File: config.mk
export PLATFORM = sky130hd
export DESIGN_NAME = multicycle_ctrl_flat
export DESIGN_NICKNAME = d
export VERILOG_FILES = /design/src/rtl/multicycle_ctrl_if.sv /design/src/rtl/multicycle_ctrl.sv /design/src/flat_wrapper.sv
export SDC_FILE = /design/constraint.sdc
export NUM_CORES = 1
export LEC_CHECK = 0
export ABC_CLOCK_PERIOD_IN_PS = 4200
export CAP_MARGIN = 20
export CORE_MARGIN = 2
export CORE_UTILIZATION = 40
export DETAILED_ROUTE_END_ITERATION = 16
export GPL_TIMING_DRIVEN = 0
export PLACE_DENSITY = 0.75
export SKIP_CTS_REPAIR_TIMING = 1
export SYNTH_ARGS = -nofsm -noshare
export SYNTH_HDL_FRONTEND = slang
export SYNTH_SLANG_ARGS = --single-unit
export TNS_END_PERCENT = 1
File: constraint.sdc
create_clock -name clk -period 4.2 [get_ports clk]
set_clock_uncertainty 0.05 [all_clocks]
set_input_delay 0.42 -clock clk [delete_from_list [all_inputs] [get_ports clk]]
set_output_delay 0.42 -clock clk [all_outputs]
set_load 0.01 [all_outputs]
File: src/rtl/multicycle_ctrl_if.sv
// Control-unit bus: memory handshake, ALU branch flag and all datapath control lines.
interface multicycle_ctrl_if;
  logic        MemReady_i;
  logic [31:0] InstrData_i;
  logic        Branch_i;
  logic        MemReq_o;
  logic        MemWrite_o;
  logic        AdrSrc_o;
  logic        IRWrite_o;
  logic        PCWrite_o;
  logic        RegWrite_o;
  logic [1:0]  ALUSrcA_o;
  logic [1:0]  ALUSrcB_o;
  logic [2:0]  ImmSrc_o;
  logic [1:0]  ResultSrc_o;
  logic [3:0]  ALUctrl_o;
  logic [2:0]  BranchCtrl_o;
  logic [31:0] Instr_o;
  logic        IllegalInstr_o;

  modport master (
    input  MemReady_i, InstrData_i, Branch_i,
    output MemReq_o, MemWrite_o, AdrSrc_o, IRWrite_o, PCWrite_o, RegWrite_o,
           ALUSrcA_o, ALUSrcB_o, ImmSrc_o, ResultSrc_o, ALUctrl_o, BranchCtrl_o,
           Instr_o, IllegalInstr_o
  );

  modport slave (
    output MemReady_i, InstrData_i, Branch_i,
    input  MemReq_o, MemWrite_o, AdrSrc_o, IRWrite_o, PCWrite_o, RegWrite_o,
           ALUSrcA_o, ALUSrcB_o, ImmSrc_o, ResultSrc_o, ALUctrl_o, BranchCtrl_o,
           Instr_o, IllegalInstr_o
  );
endinterface

File: src/rtl/multicycle_ctrl.sv
// Multi-cycle RV32I control FSM with instruction register and registered Moore outputs.
// Optional CTRL_ILLEGAL_HALT_EN: illegal opcodes park the FSM in HALT with a sticky flag.
module multicycle_ctrl #(
  parameter int DATAWIDTH = 32
) (
  input  logic               clk,
  input  logic               rst,
  multicycle_ctrl_if.master  bus
);

  typedef enum logic [4:0] {
    S_RESET, S_FETCH, S_DECODE, S_MEMADR, S_MEMREAD, S_MEMWB, S_MEMWRITE,
    S_EXECR, S_EXECI, S_ALUWB, S_BRANCH, S_JUMP, S_JALR, S_LINK, S_LUI,
    S_AUIPC, S_HALT
  } state_t;

  typedef struct packed {
    logic       memreq;
    logic       memwrite;
    logic       adrsrc;
    logic       pcwrite;
    logic       regwrite;
    logic [1:0] srca;
    logic [1:0] srcb;
    logic [2:0] imm;
    logic [1:0] res;
    logic [3:0] alu;
    logic [2:0] br;
  } ctl_t;

  localparam logic [6:0] OP_LOAD  = 7'b0000011;
  localparam logic [6:0] OP_STORE = 7'b0100011;
  localparam logic [6:0] OP_R     = 7'b0110011;
  localparam logic [6:0] OP_I     = 7'b0010011;
  localparam logic [6:0] OP_BR    = 7'b1100011;
  localparam logic [6:0] OP_JAL   = 7'b1101111;
  localparam logic [6:0] OP_JALR  = 7'b1100111;
  localparam logic [6:0] OP_LUI   = 7'b0110111;
  localparam logic [6:0] OP_AUIPC = 7'b0010111;
  localparam logic [DATAWIDTH-1:0] NOP = 32'h0000_0013;

  state_t               r_state;
  logic [DATAWIDTH-1:0] r_ir;
  ctl_t                 r_ctl;
  state_t               w_next;
  logic [DATAWIDTH-1:0] w_ir_next;
  logic                 w_fetch_ack;

  function automatic logic [3:0] f_aluop(logic [2:0] f3, logic f7b5, logic is_r);
    case (f3)
      3'b000:  return (is_r && f7b5) ? 4'b0001 : 4'b0000;
      3'b001:  return 4'b0010;
      3'b010:  return 4'b0011;
      3'b011:  return 4'b0100;
      3'b100:  return 4'b0101;
      3'b101:  return f7b5 ? 4'b0111 : 4'b0110;
      3'b110:  return 4'b1000;
      default: return 4'b1001;
    endcase
  endfunction

  function automatic state_t f_next(state_t s, logic [6:0] op, logic rdy);
    case (s)
      S_RESET:    return S_FETCH;
      S_FETCH:    return rdy ? S_DECODE : S_FETCH;
      S_DECODE: begin
        case (op)
          OP_LOAD, OP_STORE: return S_MEMADR;
          OP_R:              return S_EXECR;
          OP_I:              return S_EXECI;
          OP_BR:             return S_BRANCH;
          OP_JAL:            return S_JUMP;
          OP_JALR:           return S_JALR;
          OP_LUI:            return S_LUI;
          OP_AUIPC:          return S_AUIPC;
`ifdef CTRL_ILLEGAL_HALT_EN
          default:           return S_HALT;
`else
          default:           return S_FETCH;
`endif
        endcase
      end
      S_MEMADR:   return (op == OP_STORE) ? S_MEMWRITE : S_MEMREAD;
      S_MEMREAD:  return rdy ? S_MEMWB : S_MEMREAD;
      S_MEMWRITE: return rdy ? S_FETCH : S_MEMWRITE;
      S_EXECR, S_EXECI, S_LUI, S_AUIPC: return S_ALUWB;
      S_JUMP, S_JALR:                   return S_LINK;
      S_MEMWB, S_ALUWB, S_LINK, S_BRANCH: return S_FETCH;
      S_HALT:     return S_HALT;
      default:    return S_RESET;
    endcase
  endfunction

  // Outputs for the state being entered, so they are valid from the first cycle of that state.
  function automatic ctl_t f_outs(state_t s, logic [6:0] op, logic [2:0] f3, logic f7b5);
    ctl_t c;
    c = '0;
    case (s)
      S_FETCH:    begin c.memreq = 1'b1; c.srcb = 2'b10; c.res = 2'b10; end
      S_DECODE:   begin c.srca = 2'b01; c.srcb = 2'b01; c.imm = (op == OP_JAL) ? 3'b011 : 3'b010; end
      S_MEMADR:   begin c.srca = 2'b10; c.srcb = 2'b01; c.imm = (op == OP_STORE) ? 3'b001 : 3'b000; end
      S_MEMREAD:  begin c.memreq = 1'b1; c.adrsrc = 1'b1; end
      S_MEMWRITE: begin c.memreq = 1'b1; c.adrsrc = 1'b1; c.memwrite = 1'b1; end
      S_MEMWB:    begin c.res = 2'b01; c.regwrite = 1'b1; end
      S_EXECR:    begin c.srca = 2'b10; c.alu = f_aluop(f3, f7b5, 1'b1); end
      S_EXECI:    begin c.srca = 2'b10; c.srcb = 2'b01; c.alu = f_aluop(f3, f7b5, 1'b0); end
      S_ALUWB:    c.regwrite = 1'b1;
      S_BRANCH:   begin c.srca = 2'b10; c.alu = 4'b0001; c.br = f3; end
      S_JUMP:     c.pcwrite = 1'b1;
      S_JALR:     begin c.srca = 2'b10; c.srcb = 2'b01; c.res = 2'b10; c.pcwrite = 1'b1; end
      S_LINK:     begin c.srca = 2'b01; c.srcb = 2'b10; c.res = 2'b10; c.regwrite = 1'b1; end
      S_LUI:      begin c.srca = 2'b11; c.srcb = 2'b01; c.imm = 3'b100; end
      S_AUIPC:    begin c.srca = 2'b01; c.srcb = 2'b01; c.imm = 3'b100; end
      default:    c = '0;
    endcase
    return c;
  endfunction

  assign w_fetch_ack = (r_state == S_FETCH) && bus.MemReady_i;
  assign w_ir_next   = w_fetch_ack ? bus.InstrData_i : r_ir;
  assign w_next      = f_next(r_state, r_ir[6:0], bus.MemReady_i);

`ifdef CTRL_ILLEGAL_HALT_EN
  logic r_illegal;
`endif

  always_ff @(posedge clk or posedge rst) begin
    if (rst) begin
      r_state <= S_RESET;
      r_ir    <= NOP;
      r_ctl   <= '0;
`ifdef CTRL_ILLEGAL_HALT_EN
      r_illegal <= 1'b0;
`endif
    end else begin
      r_state <= w_next;
      r_ir    <= w_ir_next;
      r_ctl   <= f_outs(w_next, w_ir_next[6:0], w_ir_next[14:12], w_ir_next[30]);
`ifdef CTRL_ILLEGAL_HALT_EN
      if (w_next == S_HALT) r_illegal <= 1'b1;
`endif
    end
  end

  // Handshake-qualified strobes: fetch acknowledge and the ALU branch condition.
  assign bus.IRWrite_o    = w_fetch_ack;
  assign bus.PCWrite_o    = r_ctl.pcwrite | w_fetch_ack | ((r_state == S_BRANCH) && bus.Branch_i);
  assign bus.MemReq_o     = r_ctl.memreq;
  assign bus.MemWrite_o   = r_ctl.memwrite;
  assign bus.AdrSrc_o     = r_ctl.adrsrc;
  assign bus.RegWrite_o   = r_ctl.regwrite;
  assign bus.ALUSrcA_o    = r_ctl.srca;
  assign bus.ALUSrcB_o    = r_ctl.srcb;
  assign bus.ImmSrc_o     = r_ctl.imm;
  assign bus.ResultSrc_o  = r_ctl.res;
  assign bus.ALUctrl_o    = r_ctl.alu;
  assign bus.BranchCtrl_o = r_ctl.br;
  assign bus.Instr_o      = r_ir;
`ifdef CTRL_ILLEGAL_HALT_EN
  assign bus.IllegalInstr_o = r_illegal;
`else
  assign bus.IllegalInstr_o = 1'b0;
`endif

endmodule
File: src/flat_wrapper.sv
// flat-port wrapper written by rule: the top's interface ports become plain ports
module multicycle_ctrl_flat 
#(
  parameter int DATAWIDTH = 32
)
  (clk, rst, bus_MemReady_i, bus_InstrData_i, bus_Branch_i, bus_MemReq_o, bus_MemWrite_o, bus_AdrSrc_o, bus_IRWrite_o, bus_PCWrite_o, bus_RegWrite_o, bus_ALUSrcA_o, bus_ALUSrcB_o, bus_ImmSrc_o, bus_ResultSrc_o, bus_ALUctrl_o, bus_BranchCtrl_o, bus_Instr_o, bus_IllegalInstr_o);
  multicycle_ctrl_if bus_i ();
  input  logic clk;
  input  logic rst;
  input wire logic [$bits(bus_i.MemReady_i)-1:0] bus_MemReady_i;
  input wire logic [$bits(bus_i.InstrData_i)-1:0] bus_InstrData_i;
  input wire logic [$bits(bus_i.Branch_i)-1:0] bus_Branch_i;
  output wire logic [$bits(bus_i.MemReq_o)-1:0] bus_MemReq_o;
  output wire logic [$bits(bus_i.MemWrite_o)-1:0] bus_MemWrite_o;
  output wire logic [$bits(bus_i.AdrSrc_o)-1:0] bus_AdrSrc_o;
  output wire logic [$bits(bus_i.IRWrite_o)-1:0] bus_IRWrite_o;
  output wire logic [$bits(bus_i.PCWrite_o)-1:0] bus_PCWrite_o;
  output wire logic [$bits(bus_i.RegWrite_o)-1:0] bus_RegWrite_o;
  output wire logic [$bits(bus_i.ALUSrcA_o)-1:0] bus_ALUSrcA_o;
  output wire logic [$bits(bus_i.ALUSrcB_o)-1:0] bus_ALUSrcB_o;
  output wire logic [$bits(bus_i.ImmSrc_o)-1:0] bus_ImmSrc_o;
  output wire logic [$bits(bus_i.ResultSrc_o)-1:0] bus_ResultSrc_o;
  output wire logic [$bits(bus_i.ALUctrl_o)-1:0] bus_ALUctrl_o;
  output wire logic [$bits(bus_i.BranchCtrl_o)-1:0] bus_BranchCtrl_o;
  output wire logic [$bits(bus_i.Instr_o)-1:0] bus_Instr_o;
  output wire logic [$bits(bus_i.IllegalInstr_o)-1:0] bus_IllegalInstr_o;
  assign bus_i.MemReady_i = bus_MemReady_i;
  assign bus_i.InstrData_i = bus_InstrData_i;
  assign bus_i.Branch_i = bus_Branch_i;
  assign bus_MemReq_o = bus_i.MemReq_o;
  assign bus_MemWrite_o = bus_i.MemWrite_o;
  assign bus_AdrSrc_o = bus_i.AdrSrc_o;
  assign bus_IRWrite_o = bus_i.IRWrite_o;
  assign bus_PCWrite_o = bus_i.PCWrite_o;
  assign bus_RegWrite_o = bus_i.RegWrite_o;
  assign bus_ALUSrcA_o = bus_i.ALUSrcA_o;
  assign bus_ALUSrcB_o = bus_i.ALUSrcB_o;
  assign bus_ImmSrc_o = bus_i.ImmSrc_o;
  assign bus_ResultSrc_o = bus_i.ResultSrc_o;
  assign bus_ALUctrl_o = bus_i.ALUctrl_o;
  assign bus_BranchCtrl_o = bus_i.BranchCtrl_o;
  assign bus_Instr_o = bus_i.Instr_o;
  assign bus_IllegalInstr_o = bus_i.IllegalInstr_o;
  multicycle_ctrl #(.DATAWIDTH(DATAWIDTH)) u_core (.clk(clk), .rst(rst), .bus(bus_i));
endmodule
Word-level counts from Yosys, hierarchy flattened. Cells that the tools add are included.

Register bits: 58. Latch bits: 0. RAM bits: 0. Bits in read-only memories: 0. Input port bits: 36. Output and inout port bits: 55. Logic and storage cells: 106. Memories kept: 0.

Add/sub/neg operators: 0. $mul: 0. Div/mod/pow operators: 0. Order comparisons: 0. Eq/ne operators: 48. Shift-type cells: 0. Muxes and demuxes: 24. Bitwise logic cells: 2. Reductions and logical operators: 18.

Operator list (number): == test 5 x 4 -> 1 bit (second input constant) (16); case mux 4 bit (7 select lines) (2); case mux 5 bit (9 select lines) (1); == test 5 x 3 -> 1 bit (second input constant) (8); case mux 4 bit (8 select lines) (1); two-way mux 31 bit (1); == test 7 x 6 -> 1 bit (second input constant) (4); == test 7 bit (second input constant) (4); == test 5 x 2 -> 1 bit (second input constant) (4); == test 7 x 5 -> 1 bit (second input constant) (2); case mux 4 bit (3 select lines) (1); OR reduction 2 bit (6); OR reduction 3 bit (4); == test 5 x 1 -> 1 bit (second input constant) (2); two-way mux 1 bit (10); OR reduction 5 bit (2); == test 3 bit (second input constant) (3); case mux 3 bit (3 select lines) (1); case mux 2 bit (2 select lines) (2); == test 7 x 2 -> 1 bit (second input constant) (1); == test 3 x 2 -> 1 bit (second input constant) (2); two-way mux 3 bit (2); case mux 2 bit (3 select lines) (1); OR reduction 6 bit (1); other kinds (8) (11).

Depth between registers and ports, before layout.
Depth in word-level cells: 7. Mapped depth: 9. Gate-level depth less buffers: 7.

Worst setup path before layout. OpenSTA, ideal clock, no wires.

Kind: register to register. From: register u_core.r_state[4]. To: register u_core.r_ctl (netlist bit u_core.bus.ALUctrl_o[0]). Setup time: 0.121 ns. Data arrival time: 1.913 ns. Required time: 4.029 ns. Path slack: 2.116 ns. Cell stages (with the launch flop): 8. Buffers on the path: 0. Period minus slack after synthesis: 2.084 ns. Cells stage by stage: dfrtp_1 > nor2_2 > nand4_1 > inv_2 > mux2i_1 > mux4_2 > a21o_1 > o2bb2ai_1.

Longest elaborated chain between the ends: 6. Elaborated cells on any way between the ends: 38. Those cells by class: eq/ne: 25; mux: 7; reduce/logical: 6.

RTL lines: start, declared (line multicycle_ctrl.sv:42) `state_t r_state;`; start signal, assigned (line multicycle_ctrl.sv:136) `r_state <= w_next;`; parallel branches: the longest is 5 deep, another holds case mux 5 bit (9 select lines); case mux 4 bit (3 select lines) * (line multicycle_ctrl.sv:98) `case (s)`; end signal, assigned (line multicycle_ctrl.sv:138) `r_ctl <= f_outs(w_next, w_ir_next[6:0], w_ir_next[14:12], w_ir_next[30]);`; end, declared (line multicycle_ctrl.sv:44) `ctl_t r_ctl;`.

Mark *: on every way between the ends. A chain may end at the register's enable or synchronous reset.

Final worst setup path.
From: register u_core.r_state[4]. To: output port bus_IRWrite_o.

Longest elaborated chain between the ends: 2.

RTL lines: == test 5 x 1 -> 1 bit (line multicycle_ctrl.sv:119) `assign w_fetch_ack = (r_state == S_FETCH) && bus.MemReady_i;`; logical AND 1 bit (line multicycle_ctrl.sv:119); end, declared (line flat_wrapper.sv:16) `output wire logic [$bits(bus_i.IRWrite_o)-1:0] bus_IRWrite_o;`.

No other way between the ends.

==> out/qor.csv <==
metric,value,unit
number of DRC markers in iteration 0,122,
simple-gate share of the synthesized area,0.262,
crit path DAT,2750,ps
Synth cell types,55,
"top cells by area, synth","dfrtp_1 (50%), nand2_1 (13%), buf_4 (4.9%), dfstp_2 (2.9%), mux2i_1 (1.8%)",
# rows,30,
ANT cells,0,
first-pass GRT wire length,10300,um
Post-DP HPWL,4560,um
Peak supply drop,0.000334,V
most frequent cells in the layout,"nand2_1 (95), clkdlybuf4s50_1 (89), dfrtp_1 (55)",
clock sinks,58,
yosys synthesis warning count,0,
GR Overflow Total,0,
leakage power,1.87,nW
Buf/Inv on CP,4,
Nets,428,
Inserted Clock Buffers,9,
largest family of logic cells by synthesized area,simple AND/OR/NAND/NOR gates,
WL/cell,12.9,um
worst skew pair latency,330,ps
reg2reg end,u_core.bus.ALUctrl_o[0],
worst min-delay path class,in -> async,
Die ar.,7590,um2
synthesized area,2770,um2
CP top delay family,buffers and inverters,
Reg2Reg Depth,7,
Most Crowded Layer GR,met2,
Finished Layout Cells,477,
final wirelength,6160,um
area grow syn2layout,43.8,%
CP Capture Type,output port,
IO Pins,91,
Post-synth EDFFs,0,
PD cells,741,nW/um2
total global-route track usage,0.174,
ordered cell list for the critical path,nor2_2 -> nand4_1 -> inv_2 -> clkbuf_1 -> buf_2 -> clkdlybuf4s50_1,
post-synthesis mux area share,0.0303,
final core utilization,0.589,
post-synthesis compound-gate area fraction,0.0968,
DR pass1 iterations,6,
CTS tree,built,
Worst-path clk slew,60,ps
Core Area,6760,um2
Async SR Flop Fraction,1.00,
via count,2318,
Mapped Nets,327,
Max Clk Rate,311,MHz
die height,87.1,um
RSZ-0062 raised after global routing,false,
# DRC,0,
fin crit share,0.767,
largest net degree at the start of global routing,34,
crit start category,flip-flop,
Placed Cells,461,
Reg2Reg Setup Slack,1800,ps
port bufs,89,
crit-path max cell delay,570,ps
CTS Buffer Depth,2,
critical register-to-register path startpoint,u_core.r_state[4],
critical path depth,6,
crit path capture,bus_IRWrite_o,
Setup Crit Path Kind,reg -> out,
Synth Flop Type,dfrtp_1,
sequential share of the synthesized area,0.526,
final setup vio count,0,
share of the synthesized area in the top cell type,0.498,
share of cells above drive strength 1,0.146,
Final Hold Fails,0,
Vias/cell,4.86,
"commonest non-fill, non-tap cell in the layout",nand2_1,
vias in the first global route,2191,
Final Max Slew Viols,0,
setup TNS,0,ps
Synth Area in XOR/XNOR,0.00317,
adder-cell area share of the yosys netlist,0,
syn_area_per_cell,9.50,um2
initial antenna violation count,0,
Initial Utilization,0.409,
GR Util met3,0.0720,
transition time of the tightest slew-check pin,550,ps
met2 Resource Use GR,0.276,
"flops & latches, synth",58,
fin crit period,3220,ps
CP startpoint,u_core.r_state[4],
Clock Tree Root,clkbuf_8,
Die X-Extent,87.1,um
filler instances,614,
WHS,416,ps
Post-Syn Instances,291,
gpl congestion,0.794,
worst-path maximum fanout,10,
grt met1 use,0.224,
Synth area leader,dfrtp_1,
Worst Path Required,3730,ps
maxcap violations,0,
post-route ant nets,0,
Max-Slew Margin vs Limit,0.633,
Slowest cell on crit path,clkdlybuf4s50_1,
status,finished clean,
CTS H-Tree Depth,3,
-- cells in the mapped netlist, types with 2 or more instances --
library cell,instances
a211oi_1,3
a211oi_2,2
a31oi_1,3
and2_1,4
nand2_1,95
nor4_1,2
nor3_1,4
inv_1,5
and3_1,5
clkbuf_1,5
nand2b_1,2
a21oi_1,7
nor3b_1,5
dfstp_2,3
dfrtp_1,55
nand3_1,5
o21ai_0,5
nor2_2,2
nor2b_1,3
buf_4,18
o21a_1,5
o21ai_1,2
a21o_1,2
buf_2,4
nor2_1,9
mux2i_1,5
nand4_1,3
-- metrics by stage --
| step | setup WS (ps) | power, mW | cell area (um2) |
|---|---|---|---|
| finish | 980 | 2.95 | 3980 |
| detailed placement | 1030 | 2.47 | 3780 |
| floorplan | 2120 | 1.83 | 2770 |
| global route | 709 | 3.19 | 3980 |
| CTS | 946 | 2.98 | 3980 |
| global placement | 1030 | 2.43 | 3760 |
-- report_power, final --
part	internal (mW)	leakage, nW	switching [mW]
clock network	0.294	0.106	0.205
registers	0.786	0.738	0.157
logic	0.754	1.03	0.749
total	1.83	1.87	1.11
-- worst min-delay path by stage --
| stage | from | to | slack [ps] | depth (start not counted) |
|---|---|---|---|---|
| after global routing | u_core.bus.Instr_o[19] | u_core.bus.Instr_o[19] | 450 | 2 |
| after CTS | rst | u_core.bus.Instr_o[11] | 420 | 2 |
| after global placement | u_core.bus.Instr_o[19] | u_core.bus.Instr_o[19] | 410 | 2 |
| final | rst | u_core.bus.ImmSrc_o[1] | 420 | 2 |
| after floorplan | u_core.bus.Instr_o[0] | u_core.bus.Instr_o[0] | 450 | 2 |
| after detailed placement | u_core.bus.Instr_o[22] | u_core.bus.Instr_o[22] | 410 | 2 |
-- cell families after synthesis --
kind of cell	count (synthesis)
AOI/OAI and AO/OA	36
muxes	7
other	1
DFF	58
buffers and inverters	37
and+or+nand+nor	151
xor gates and xnor gates	1
-- flip-flops by register name, summed over array words and instances, names as in the netlist --
| signal | flops |
|---|---|
| u_core.bus.ALUctrl_o | 4 |
| u_core.bus.Instr_o | 32 |
| u_core.bus.AdrSrc_o | 1 |
| u_core.bus.MemReq_o | 1 |
| u_core.bus.ResultSrc_o | 2 |
| u_core.bus.ImmSrc_o | 3 |
| u_core.r_ctl | 1 |
| u_core.bus.MemWrite_o | 1 |
| u_core.bus.ALUSrcA_o | 2 |
| u_core.bus.BranchCtrl_o | 3 |
| u_core.bus.RegWrite_o | 1 |
| u_core.r_state | 5 |
| u_core.bus.ALUSrcB_o | 2 |
-- layout make-up --
class	instances	area, um2	share of cell area
clock buffer	15	196	0.0494
buffer	29	189	0.0475
inverter	8	33.8	0.00849
tap	80	100	0.0252
multi-input combinational	196	1090	0.273
timing repair buffer	90	911	0.229
clock inverter	1	5.00	0.00126
sequential	58	1460	0.366
-- layer usage --
metal | part of all wire | routed length, um | vias up
met5 | 0 | 0 | -
met4 | 0.0076 | 47 | 0
met3 | 0.080 | 494 | 7
met2 | 0.47 | 2900 | 73
met1 | 0.44 | 2720 | 1083
li1 | - | - | 1155
Power figures use the tool's default switching activity.
